==> src/rtl/pe_ctrl_pkg.sv <==
// Shared types and default sizing for the PE-chain sequencer.
package pe_ctrl_pkg;

  localparam int LAT_DEF        = 4;
  localparam int FIFO_DEPTH_DEF = 8;
  localparam int LEN_W_DEF      = 16;
  localparam int ELEM_W         = 8;
  localparam int PSUM_W         = 16;

  typedef enum logic [2:0] {
    ST_IDLE   = 3'd0,
    ST_FLUSH  = 3'd1,
    ST_STREAM = 3'd2,
    ST_WAIT   = 3'd3,
    ST_DONE   = 3'd4
  } state_e;

endpackage

==> src/rtl/pe_chain_ctrl_if.sv <==
// Job, source, PE-chain and sink signals of the sequencer; master drives jobs/data, slave is the controller.
interface pe_chain_ctrl_if import pe_ctrl_pkg::*; #(
  parameter int LEN_W = LEN_W_DEF
);
  logic              start;
  logic [LEN_W-1:0]  len;
  logic              busy;
  logic              done;
  logic              in_valid;
  logic              in_ready;
  logic [ELEM_W-1:0] in_data;
  logic [ELEM_W-1:0] pe_elem;
  logic              pe_clear_n;
  logic [PSUM_W-1:0] pe_psum;
  logic              out_valid;
  logic              out_ready;
  logic [PSUM_W-1:0] out_data;

  modport master (
    output start, len, in_valid, in_data, pe_psum, out_ready,
    input  busy, done, in_ready, pe_elem, pe_clear_n, out_valid, out_data
  );

  modport slave (
    input  start, len, in_valid, in_data, pe_psum, out_ready,
    output busy, done, in_ready, pe_elem, pe_clear_n, out_valid, out_data
  );
endinterface

==> src/rtl/result_fifo.sv <==
// Synchronous result FIFO with async clear; simultaneous push and pop are both honoured, even when full.
module result_fifo import pe_ctrl_pkg::*; #(
  parameter int DEPTH = FIFO_DEPTH_DEF,
  parameter int W     = PSUM_W
) (
  input  logic                     clk,
  input  logic                     clear,
  input  logic                     push,
  input  logic [W-1:0]             wdata,
  input  logic                     pop,
  output logic [W-1:0]             rdata,
  output logic [$clog2(DEPTH):0]   count,
  output logic                     empty
);
  localparam int AW = $clog2(DEPTH);
  localparam int CW = AW + 1;

  logic [W-1:0]  mem_q [DEPTH];
  logic [W-1:0]  mem_d [DEPTH];
  logic [AW-1:0] wr_ptr_q, wr_ptr_d, rd_ptr_q, rd_ptr_d;
  logic [CW-1:0] count_q, count_d;
  logic          full_s, do_push_s, do_pop_s;

  always_comb begin
    full_s    = (count_q == CW'(DEPTH));
    do_pop_s  = pop & (count_q != '0);
    do_push_s = push & (~full_s | do_pop_s);
    mem_d     = mem_q;
    wr_ptr_d  = wr_ptr_q;
    rd_ptr_d  = rd_ptr_q;
    count_d   = count_q;
    if (do_push_s) begin
      mem_d[wr_ptr_q] = wdata;
      wr_ptr_d        = wr_ptr_q + AW'(1);
    end else begin
      wr_ptr_d = wr_ptr_q;
    end
    if (do_pop_s) begin
      rd_ptr_d = rd_ptr_q + AW'(1);
    end else begin
      rd_ptr_d = rd_ptr_q;
    end
    case ({do_push_s, do_pop_s})
      2'b10:   count_d = count_q + CW'(1);
      2'b01:   count_d = count_q - CW'(1);
      default: count_d = count_q;
    endcase
  end

  always_ff @(posedge clk or posedge clear) begin
    if (clear) begin
      for (int i = 0; i < DEPTH; i++) mem_q[i] <= '0;
      wr_ptr_q <= '0;
      rd_ptr_q <= '0;
      count_q  <= '0;
    end else begin
      mem_q    <= mem_d;
      wr_ptr_q <= wr_ptr_d;
      rd_ptr_q <= rd_ptr_d;
      count_q  <= count_d;
    end
  end

  assign rdata = mem_q[rd_ptr_q];
  assign count = count_q;
  assign empty = (count_q == '0);

  result_fifo_chk #(.DEPTH(DEPTH), .CW(CW)) u_chk (
    .clk   (clk),
    .clear (clear),
    .push  (push),
    .pop   (do_pop_s),
    .count (count_q)
  );
endmodule

==> src/rtl/result_fifo_chk.sv <==
// Overflow watchdog for result_fifo: a push into a full FIFO is only legal alongside a pop.
module result_fifo_chk #(
  parameter int DEPTH = 8,
  parameter int CW    = 4
) (
  input logic          clk,
  input logic          clear,
  input logic          push,
  input logic          pop,
  input logic [CW-1:0] count
);
  a_no_overflow: assert property (@(posedge clk) disable iff (clear)
    !(push && !pop && (count == CW'(DEPTH))));
endmodule

==> src/rtl/pe_chain_ctrl.sv <==
// Credit-gated sequencer for a stall-free PE chain: issues elements, tracks live slots,
// and catches tail pSums into a result FIFO.
module pe_chain_ctrl import pe_ctrl_pkg::*; #(
  parameter int LAT        = LAT_DEF,
  parameter int FIFO_DEPTH = FIFO_DEPTH_DEF,
  parameter int LEN_W      = LEN_W_DEF
) (
  input logic             clk,
  input logic             clear,
  pe_chain_ctrl_if.slave  bus
);
  localparam int CW = $clog2(FIFO_DEPTH) + 1;
  localparam int IW = $clog2(LAT + 1);

  state_e           state_q, state_d;
  logic [LEN_W-1:0] len_q, len_d;
  logic [LEN_W-1:0] issued_q, issued_d;
  logic [LAT-1:0]   vpipe_q, vpipe_d;
  logic [IW-1:0]    inflight_q, inflight_d;
  logic             pe_clear_n_q, pe_clear_n_d;

  logic [CW-1:0]    fifo_count_s, credit_sum_s;
  logic             fifo_empty_s, credit_s, in_ready_s, issue_s, push_s, pop_s;

  // A result may only be launched if its FIFO slot is already reserved.
  always_comb begin
    credit_sum_s = fifo_count_s + CW'(inflight_q);
    credit_s     = (credit_sum_s < CW'(FIFO_DEPTH));
    in_ready_s   = (state_q == ST_STREAM) & credit_s;
    issue_s      = in_ready_s & bus.in_valid;
    push_s       = vpipe_q[LAT-1];
    pop_s        = ~fifo_empty_s & bus.out_ready;
  end

  always_comb begin
    state_d      = state_q;
    len_d        = len_q;
    issued_d     = issued_q;
    vpipe_d      = {vpipe_q[LAT-2:0], issue_s};
    inflight_d   = inflight_q;
    pe_clear_n_d = pe_clear_n_q;
    case ({issue_s, push_s})
      2'b10:   inflight_d = inflight_q + IW'(1);
      2'b01:   inflight_d = inflight_q - IW'(1);
      default: inflight_d = inflight_q;
    endcase
    if (issue_s) begin
      issued_d = issued_q + LEN_W'(1);
    end else begin
      issued_d = issued_q;
    end
    case (state_q)
      ST_IDLE: begin
        if (bus.start) begin
          len_d   = bus.len;
          state_d = ST_FLUSH;
        end else begin
          state_d = ST_IDLE;
        end
      end
      ST_FLUSH: begin
        vpipe_d    = '0;
        inflight_d = '0;
        issued_d   = '0;
        state_d    = (len_q != '0) ? ST_STREAM : ST_WAIT;
      end
      ST_STREAM: begin
        if (issue_s && (issued_q + LEN_W'(1) == len_q)) begin
          state_d = ST_WAIT;
        end else begin
          state_d = ST_STREAM;
        end
      end
      ST_WAIT: begin
        if ((inflight_q == '0) && fifo_empty_s) begin
          state_d = ST_DONE;
        end else begin
          state_d = ST_WAIT;
        end
      end
      ST_DONE: state_d = ST_IDLE;
      default: state_d = ST_IDLE;
    endcase
    // The chain stays cleared from reset until the first flush has completed.
    if (state_d == ST_FLUSH) begin
      pe_clear_n_d = 1'b0;
    end else if (state_q == ST_FLUSH) begin
      pe_clear_n_d = 1'b1;
    end else begin
      pe_clear_n_d = pe_clear_n_q;
    end
  end

  always_ff @(posedge clk or posedge clear) begin
    if (clear) begin
      state_q      <= ST_IDLE;
      len_q        <= '0;
      issued_q     <= '0;
      vpipe_q      <= '0;
      inflight_q   <= '0;
      pe_clear_n_q <= 1'b0;
    end else begin
      state_q      <= state_d;
      len_q        <= len_d;
      issued_q     <= issued_d;
      vpipe_q      <= vpipe_d;
      inflight_q   <= inflight_d;
      pe_clear_n_q <= pe_clear_n_d;
    end
  end

  result_fifo #(.DEPTH(FIFO_DEPTH), .W(PSUM_W)) u_fifo (
    .clk   (clk),
    .clear (clear),
    .push  (push_s),
    .wdata (bus.pe_psum),
    .pop   (pop_s),
    .rdata (bus.out_data),
    .count (fifo_count_s),
    .empty (fifo_empty_s)
  );

  assign bus.busy       = (state_q != ST_IDLE);
  assign bus.done       = (state_q == ST_DONE);
  assign bus.in_ready   = in_ready_s;
  assign bus.pe_elem    = issue_s ? bus.in_data : ELEM_W'(0);
  assign bus.pe_clear_n = pe_clear_n_q;
  assign bus.out_valid  = ~fifo_empty_s;
endmodule

==> src/flat_wrapper.sv <==
// flat-port wrapper written by rule: the top's interface ports become plain ports
module pe_chain_ctrl_flat import pe_ctrl_pkg::*;
#(
  parameter int LAT        = LAT_DEF,
  parameter int FIFO_DEPTH = FIFO_DEPTH_DEF,
  parameter int LEN_W      = LEN_W_DEF
)
  (clk, clear, bus_start, bus_len, bus_in_valid, bus_in_data, bus_pe_psum, bus_out_ready, bus_busy, bus_done, bus_in_ready, bus_pe_elem, bus_pe_clear_n, bus_out_valid, bus_out_data);
  pe_chain_ctrl_if #(.LEN_W(LEN_W)) bus_i ();
  input logic clk;
  input logic clear;
  input wire logic [$bits(bus_i.start)-1:0] bus_start;
  input wire logic [$bits(bus_i.len)-1:0] bus_len;
  input wire logic [$bits(bus_i.in_valid)-1:0] bus_in_valid;
  input wire logic [$bits(bus_i.in_data)-1:0] bus_in_data;
  input wire logic [$bits(bus_i.pe_psum)-1:0] bus_pe_psum;
  input wire logic [$bits(bus_i.out_ready)-1:0] bus_out_ready;
  output wire logic [$bits(bus_i.busy)-1:0] bus_busy;
  output wire logic [$bits(bus_i.done)-1:0] bus_done;
  output wire logic [$bits(bus_i.in_ready)-1:0] bus_in_ready;
  output wire logic [$bits(bus_i.pe_elem)-1:0] bus_pe_elem;
  output wire logic [$bits(bus_i.pe_clear_n)-1:0] bus_pe_clear_n;
  output wire logic [$bits(bus_i.out_valid)-1:0] bus_out_valid;
  output wire logic [$bits(bus_i.out_data)-1:0] bus_out_data;
  assign bus_i.start = bus_start;
  assign bus_i.len = bus_len;
  assign bus_i.in_valid = bus_in_valid;
  assign bus_i.in_data = bus_in_data;
  assign bus_i.pe_psum = bus_pe_psum;
  assign bus_i.out_ready = bus_out_ready;
  assign bus_busy = bus_i.busy;
  assign bus_done = bus_i.done;
  assign bus_in_ready = bus_i.in_ready;
  assign bus_pe_elem = bus_i.pe_elem;
  assign bus_pe_clear_n = bus_i.pe_clear_n;
  assign bus_out_valid = bus_i.out_valid;
  assign bus_out_data = bus_i.out_data;
  pe_chain_ctrl #(.LAT(LAT), .FIFO_DEPTH(FIFO_DEPTH), .LEN_W(LEN_W)) u_core (.clk(clk), .clear(clear), .bus(bus_i));
endmodule
==> config.mk <==
export PLATFORM = sky130hd
export DESIGN_NAME = pe_chain_ctrl_flat
export DESIGN_NICKNAME = d
export VERILOG_FILES = /design/src/rtl/pe_ctrl_pkg.sv /design/src/rtl/pe_chain_ctrl_if.sv /design/src/rtl/result_fifo.sv /design/src/rtl/result_fifo_chk.sv /design/src/rtl/pe_chain_ctrl.sv /design/src/flat_wrapper.sv
export SDC_FILE = /design/constraint.sdc
export NUM_CORES = 1
export LEC_CHECK = 0
export BUFFER_PORTS_ARGS = -buffer_cell sky130_fd_sc_hd__buf_2
export CAP_MARGIN = 0
export CORE_UTILIZATION = 45
export DETAILED_ROUTE_END_ITERATION = 8
export PLACE_DENSITY = 0.65
export SYNTH_ARGS = -nofsm -noshare
export SYNTH_HDL_FRONTEND = slang
export SYNTH_HIERARCHICAL = 1
export SYNTH_SLANG_ARGS = --single-unit
==> constraint.sdc <==
create_clock -name clk -period 3.8 [get_ports clk]
set_clock_uncertainty 0.05 [all_clocks]
set_input_delay 0.38 -clock clk [delete_from_list [all_inputs] [get_ports clk]]
set_output_delay 0.38 -clock clk [all_outputs]
set_load 0.01 [all_outputs]
# Word level (Yosys, flattened, before mapping)
# Cells that the tools add are included.
op_classes:
  n_div: 0
  shift: 0
  muxes: 20
  n_reduce_logical: 14
  n_eq_ne: 11
  bitwise: 10
  n_addsub: 8
  order_cmp: 4
  multipliers: 0
ops:
  columns: ["op", "count"]
  rows:
  - ["bitwise mux 128 bit", 1]
  - ["two-way mux 16 bit", 5]
  - ["binary-select mux 16 bit (select 3 bit)", 1]
  - ["demux 16 bit (select 3 bit)", 1]
  - ["adder 16 x 1 -> 16 bit (second input constant)", 1]
  - ["== test 16 bit", 1]
  - ["nonzero test 16 bit", 1]
  - ["one-hot mux 3 bit (4 select lines)", 1]
  - ["adder 3 x 1 -> 3 bit (second input constant)", 3]
  - [">= comparator 4 bit (second input constant)", 2]
  - ["two-way mux 8 bit", 1]
  - ["inverter 3 -> 4 bit", 2]
  - ["one-hot mux 4 bit (2 select lines)", 1]
  - ["== test 3 x 1 -> 1 bit (second input constant)", 2]
  - ["== test 3 x 2 -> 1 bit (second input constant)", 2]
  - ["zero test 3 bit", 2]
  - ["two-way mux 3 bit", 2]
  - ["one-hot mux 3 bit (2 select lines)", 1]
  - ["nonzero test 2 bit", 3]
  - ["nonzero test 3 bit", 2]
  - ["AND 1 bit", 5]
  - ["two-way mux 1 bit", 5]
  - ["adder 4 x 1 -> 4 bit (second input constant)", 1]
  - ["adder 4 x 3 -> 4 bit", 1]
  - ["15 further kinds", 20]
word_totals:
  register_bits: 181
  ram_bits: 0
  rom_bits: 0
  mem_count: 0
  latch_bits: 0

# Logic depth before layout (Yosys ltp)
depth:
  ltp_word: 9
  depth_mapped: 12
  mapped_depth_nobuf: 10

# Cells and area by module
# Netlist, hierarchy kept.
modules_own_cells:
  columns: ["module", "cells_each", "n_inst", "area_per_inst_um2"]
  rows:
  - ["result_fifo", 399, 1, 6566.3]
  - ["pe_chain_ctrl", 247, 1, 2519.9]

# Worst setup path before layout
# Ideal clock, no wire load.
synth_path:
  path_kind: "reg-to-reg"
  startpoint: "reg u_core.u_fifo.count_q[0], in the netlist u_core/u_fifo/count[0]"
  endpoint: "reg u_core.u_fifo.count_q[3], in the netlist u_core/u_fifo/count[3]"
  setup_ns: 0.134
  arrival_ns: 3.144
  t_required_ns: 3.616
  path_slack_ns: 0.472
  n_path_buf: 2
  stages_incl_launch_ff: 13
  period_less_slack_ns: 3.328
  cell_sequence: "dfrtp_1 -> or3_1 -> buf_6 -> nor2_1 -> nor2b_1 -> nand2b_1 -> buf_2 -> o21ai_1 -> ha_1 -> ha_1 -> or4b_2 -> o311ai_0 -> o211ai_1"
synth_between:
  elab_chain_len: 8
  elab_cells_between_ends: 15
  cone_classes: "2 x add/sub; 3 x eq/ne; 1 x mux; 6 x bitwise; 3 x reduce/logical"
synth_rtl:
  columns: ["element", "line", "source"]
  rows:
  - ["start, declared", "result_fifo.sv:21", "logic [CW-1:0] count_q, count_d;"]
  - ["start signal, assigned", "result_fifo.sv:60", "count_q <= count_d;"]
  - ["zero test 4 bit (*)", "result_fifo.sv:66", "assign empty = (count_q == '0);"]
  - ["named net u_core.fifo_empty_s", "pe_chain_ctrl.sv:23", "logic fifo_empty_s, credit_s, in_ready_s, issue_s, push_s, pop_s;"]
  - ["inverter 1 bit (*)", "pe_chain_ctrl.sv:32", "pop_s = ~fifo_empty_s & bus.out_ready;"]
  - ["AND 1 bit (*)", "pe_chain_ctrl.sv:32", null]
  - ["named net u_core.pop_s", "pe_chain_ctrl.sv:23", null]
  - ["AND 1 bit (*)", "result_fifo.sv:26", "do_pop_s = pop & (count_q != '0);"]
  - ["OR 1 bit", "result_fifo.sv:27", "do_push_s = push & (~full_s | do_pop_s);"]
  - ["AND 1 bit", "result_fifo.sv:27", null]
  - ["== test 2 x 1 -> 1 bit or == test 2 bit (tied branches)", "result_fifo.sv:43", "case ({do_push_s, do_pop_s})"]
  - ["one-hot mux 4 bit (2 select lines) or nonzero test 2 bit (tied branches)", null, null]
# The timed path passes the listed nets; every way through them passes the cells marked *.
# A chain may end at the register's enable or synchronous reset.

# Worst setup path after layout
# Same ends and word-level chain as after synthesis.

==> impl.org <==
** Status
- The run finished with clean final reports.

** Clocking
- After clock tree synthesis, the clock-pin slew on the worst setup and hold paths is 0.07 ns.
- Buffer count from post-CTS setup fixing :: 0
- After clock tree synthesis, the repair step resized 0 gates.
- Counting the buffers created by CTS gives 17.
- The clock tree synthesis step divided the H-tree into 4 levels.
- The clock reaches the later pin of the worst-skew pair after 0.42 ns.
- Buffer depth of the longest clock path :: 2
- The number of hold buffers added after CTS was 0.
- TritonCTS built the clock tree.
- Clock sink count :: 181
- Clock root buffer master :: sky130_fd_sc_hd__clkbuf_16

** Floorplanning
- Measured along the y axis, the die boundary spans 144 um.
- The initial utilization of the core area, before any placement, comes to 0.462.
- Cell row count :: 51
- Total Die Area :: 20800 um2
- In this run the standard cell core region covers 19700 um2.
- The floorplan step set the die width to 144 um.
- In this run the count of I/O pins placed on the die edge is 74.

** Logic synthesis
- Of all flip-flops after synthesis, the portion carrying an async set or reset was 1.00.
- Proportion of synthesized chip area in sequential cells :: 0.498
- Commonest cells post-synth :: sky130_fd_sc_hd__dfrtp_1, sky130_fd_sc_hd__mux2_2, sky130_fd_sc_hd__mux4_2, sky130_fd_sc_hd__o21ai_0, sky130_fd_sc_hd__xnor2_1
- Cell taking the most area after synthesis :: sky130_fd_sc_hd__dfrtp_1
- Counting flops with a built-in enable in the synthesized netlist gives 0.
- Synthesis warning total :: 6
- Synthesis produced a netlist whose cell count is 646.
- Synthesized flop and latch total :: 181
- By instance count, the leading cell after synthesis is sky130_fd_sc_hd__dfrtp_1.
- The most used flip-flop cell after synthesis is sky130_fd_sc_hd__dfrtp_1.
- A synthesized cell averages 14.1 um2.
- The synthesized netlist occupies a cell area of 9090 um2.
- Yosys mapped the design onto 64 distinct sky130hd cell types.
- Largest cells by area after synthesis :: sky130_fd_sc_hd__dfrtp_1, sky130_fd_sc_hd__mux2_2, sky130_fd_sc_hd__mux4_2
- Synthesis produced a netlist with a net count of 702.
- Of the post-synthesis cell area, the dominant cell type holds 0.498.

** STA
- Setup violations remaining at the end of the flow were counted as 0.
- Setup slack closes at 0.417 ns.
- The smallest clock period supported by the final layout is computed as 3.38 ns.
- Number of pins exceeding their max-slew limit in the final report :: 0
- Sum of negative setup slack :: 0 ns
- Hold violation count in the final report :: 0
- In this run the tightest slew margin relative to its limit is 0.324.
- Of the available clock period, the critical path in the final layout requires 0.890.
- Unrepaired setup endpoints after global routing :: false
- Slew @ Worst Pin :: 1.01 ns
- Static timing analysis puts the maximum clock frequency at 296 MHz.

** Layout
- Compared with the post-synthesis result, the final layout area differs by 13.9%.
- Of the cells placed in the final design, the portion with a size suffix greater than 1 is 0.469.
- Total inserted antenna cells :: 0
- Number of nets in the layout :: 775
- At the end of the flow the core is filled with cells to 0.527.
- Number of standard cells in the final layout excluding fillers :: 997
- Layout Cell Area excl Fill :: 10300 um2

** Power and ir drop
- The worst-case IR drop observed on VDD is 0.368 mV.
- Summed over all cells, the static leakage comes to 4.50 nW.
- In this run the power density over the cells is 886 nW/um2.

** Worst setup path
- Along the worst path, the maximum fanout reaches 9.
- For the worst setup path, the data required time is 4.04 ns.
- On the critical path, the stage with the largest delay is an instance of sky130_fd_sc_hd__or4b_2.
- STA classifies the critical path endpoint as a flip-flop.
- Counting stages on the worst path, the most repeated cell is sky130_fd_sc_hd__ha_1.
- Crit path cell chain :: or3_1, nor2_1, nor2b_1, nand2b_1, o21ai_1, ha_1, ha_1, or4b_2, o311ai_0, o211ai_1
- In this design, the stage delay of the slowest critical-path cell is 0.65 ns.
- Startpoint kind of the worst setup timing path :: flip-flop
- Critical path class :: flip-flop to flip-flop
- Data arrival time of the critical path :: 3.63 ns

** Route
- Wire per inst :: 19.1 um
- Via count :: 5487
- After detailed routing, the number of remaining DRC violations is 0.
- Aggregate routed wire length :: 19.0 mm
- The first routing iteration left 223 violations.
- Number of vias per cell after detailed routing :: 5.50
- The first detailed-routing pass ran for 5 iterations.
- The count of nets left with antenna violations once routing finished came out at 0.

** Global route
- The via count of the first global-routing pass came to 5715.
- Sum of overflow across all layers after global routing :: 0
- The number of antenna violations at the first check in global routing was 0.
- Largest net degree at the start of global routing :: 57
- The first global-routing pass estimated 30.9 mm of wire.
- All-Layer GR Usage :: 0.198

** Min path
- Type of the tightest min-delay check :: primary input to asynchronous set/reset pin

** Run
- Max-capacitance violation count :: 0

** Place
- Prior to clock tree synthesis, the placed netlist has a worst setup slack of 0.440 ns.
- Cell Area, Placed :: 9710 um2
- The number of placed instances, taps included, is 965.
- Total half-perimeter wirelength after legalization and detailed placement :: 12.5 mm
- Count of buffers inserted at the top-level ports :: 73
- The congestion estimate from routability-driven global placement came to 0.808.
final timing paths:
| path | from | slack, ns | cells past startpoint | to |
|---|---|---|---|---|
| setup / recovery | u_core/u_fifo/count[0]$_DFFE_PP0P_ | 0.42 | 10 | u_core/u_fifo/count[3]$_DFFE_PP0P_ |
| setup reg to reg | u_core/u_fifo/count[0]$_DFFE_PP0P_ | 0.42 | 10 | u_core/u_fifo/count[3]$_DFFE_PP0P_ |
| min in group clk | bus_len[4] | 0.13 | 2 | u_core/len_q[4]$_DFFE_PP0P_ |
| hold / removal | clear | 0.07 | 2 | u_core/u_fifo/count[0]$_DFFE_PP0P_ |
| max in group asynchronous | clear | 2.84 | 3 | u_core/u_fifo/mem_q[61]$_DFFE_PP0P_ |
| hold reg to reg | u_core/vpipe_q[0]$_DFF_PP0_ | 0.41 | 1 | u_core/vpipe_q[1]$_DFF_PP0_ |
routing by layer:
metal	GRT usage	wire length, um
met5	0	0
met4	0.0526	143
met3	0.0424	517
met2	0.334	9750
met1	0.258	8580
kinds of logic (layout without fill, tap and decap cells):
kind of cell,after synthesis,after routing,synth area share
xor+xnor,35,35,0.0337
mux,199,199,0.294
buf+inv,48,134,0.0289
fa+ha+maj,11,11,0.0168
flops,181,181,0.498
simple gates,117,117,0.0836
compound gates,55,55,0.0442
sequential cells by signal (all words and copies together) (netlist names):
signal / flops
u_core/u_fifo/mem_q: 128
u_core/issued_q: 16
u_core/len_q: 16
u_core/u_fifo/count: 4
u_core/vpipe_q: 4
u_core/inflight_q: 3
u_core/state_q: 3
u_core/u_fifo/rd_ptr_q: 3
u_core/u_fifo/wr_ptr_q: 3
u_core/bus.pe_clear_n: 1
cell usage in the layout, fill, tap and decap left out, types with 5 or more instances in the layout:
master,count
sky130_fd_sc_hd__dfrtp_1,180
sky130_fd_sc_hd__mux2_2,144
sky130_fd_sc_hd__buf_2,73
sky130_fd_sc_hd__mux4_2,32
sky130_fd_sc_hd__o21ai_0,26
sky130_fd_sc_hd__xnor2_1,22
sky130_fd_sc_hd__nor2_1,21
sky130_fd_sc_hd__mux2_4,20
sky130_fd_sc_hd__nand2_1,18
sky130_fd_sc_hd__clkbuf_16,17
sky130_fd_sc_hd__nand3_1,15
sky130_fd_sc_hd__inv_1,14
sky130_fd_sc_hd__xor2_1,13
sky130_fd_sc_hd__and2_1,13
sky130_fd_sc_hd__buf_4,12
sky130_fd_sc_hd__ha_1,9
sky130_fd_sc_hd__a21oi_1,6
sky130_fd_sc_hd__nor3b_1,5
sky130_fd_sc_hd__nor4_1,5
power breakdown:
part           switching, W  internal (W)  total [W]
Sequential         0.000723       0.00281    0.00353
Clock              0.000766       0.00113    0.00189
Combinational       0.00156       0.00218    0.00374
Total               0.00305       0.00612    0.00917
through the flow:
step	hold slack (ns)	power, W
finish	0.0746	0.00917
global route	0.109	0.00976
CTS	0.0801	0.00926
detailed placement	0.391	0.00733
global placement	0.388	0.00712
floorplan	0.378	0.00631
final cells by class:
class | count | area [um2]
fillers | 1691 | 9300
flip-flops and latches | 181 | 4530
multi-input cells | 417 | 4290
repair buffers | 87 | 495
clock buffers | 18 | 439
well taps | 265 | 332
clock inverters | 14 | 199
inverters | 15 | 60.1
worst max-delay path: cells and delay by family, from the launching register on:
family / cells / cell delay, ns
simple gates: 5 / 1.46
fa+ha+maj: 2 / 0.72
compound gates: 3 / 0.57
flops: 1 / 0.45
No activity file was read; power rests on OpenSTA's default activity.
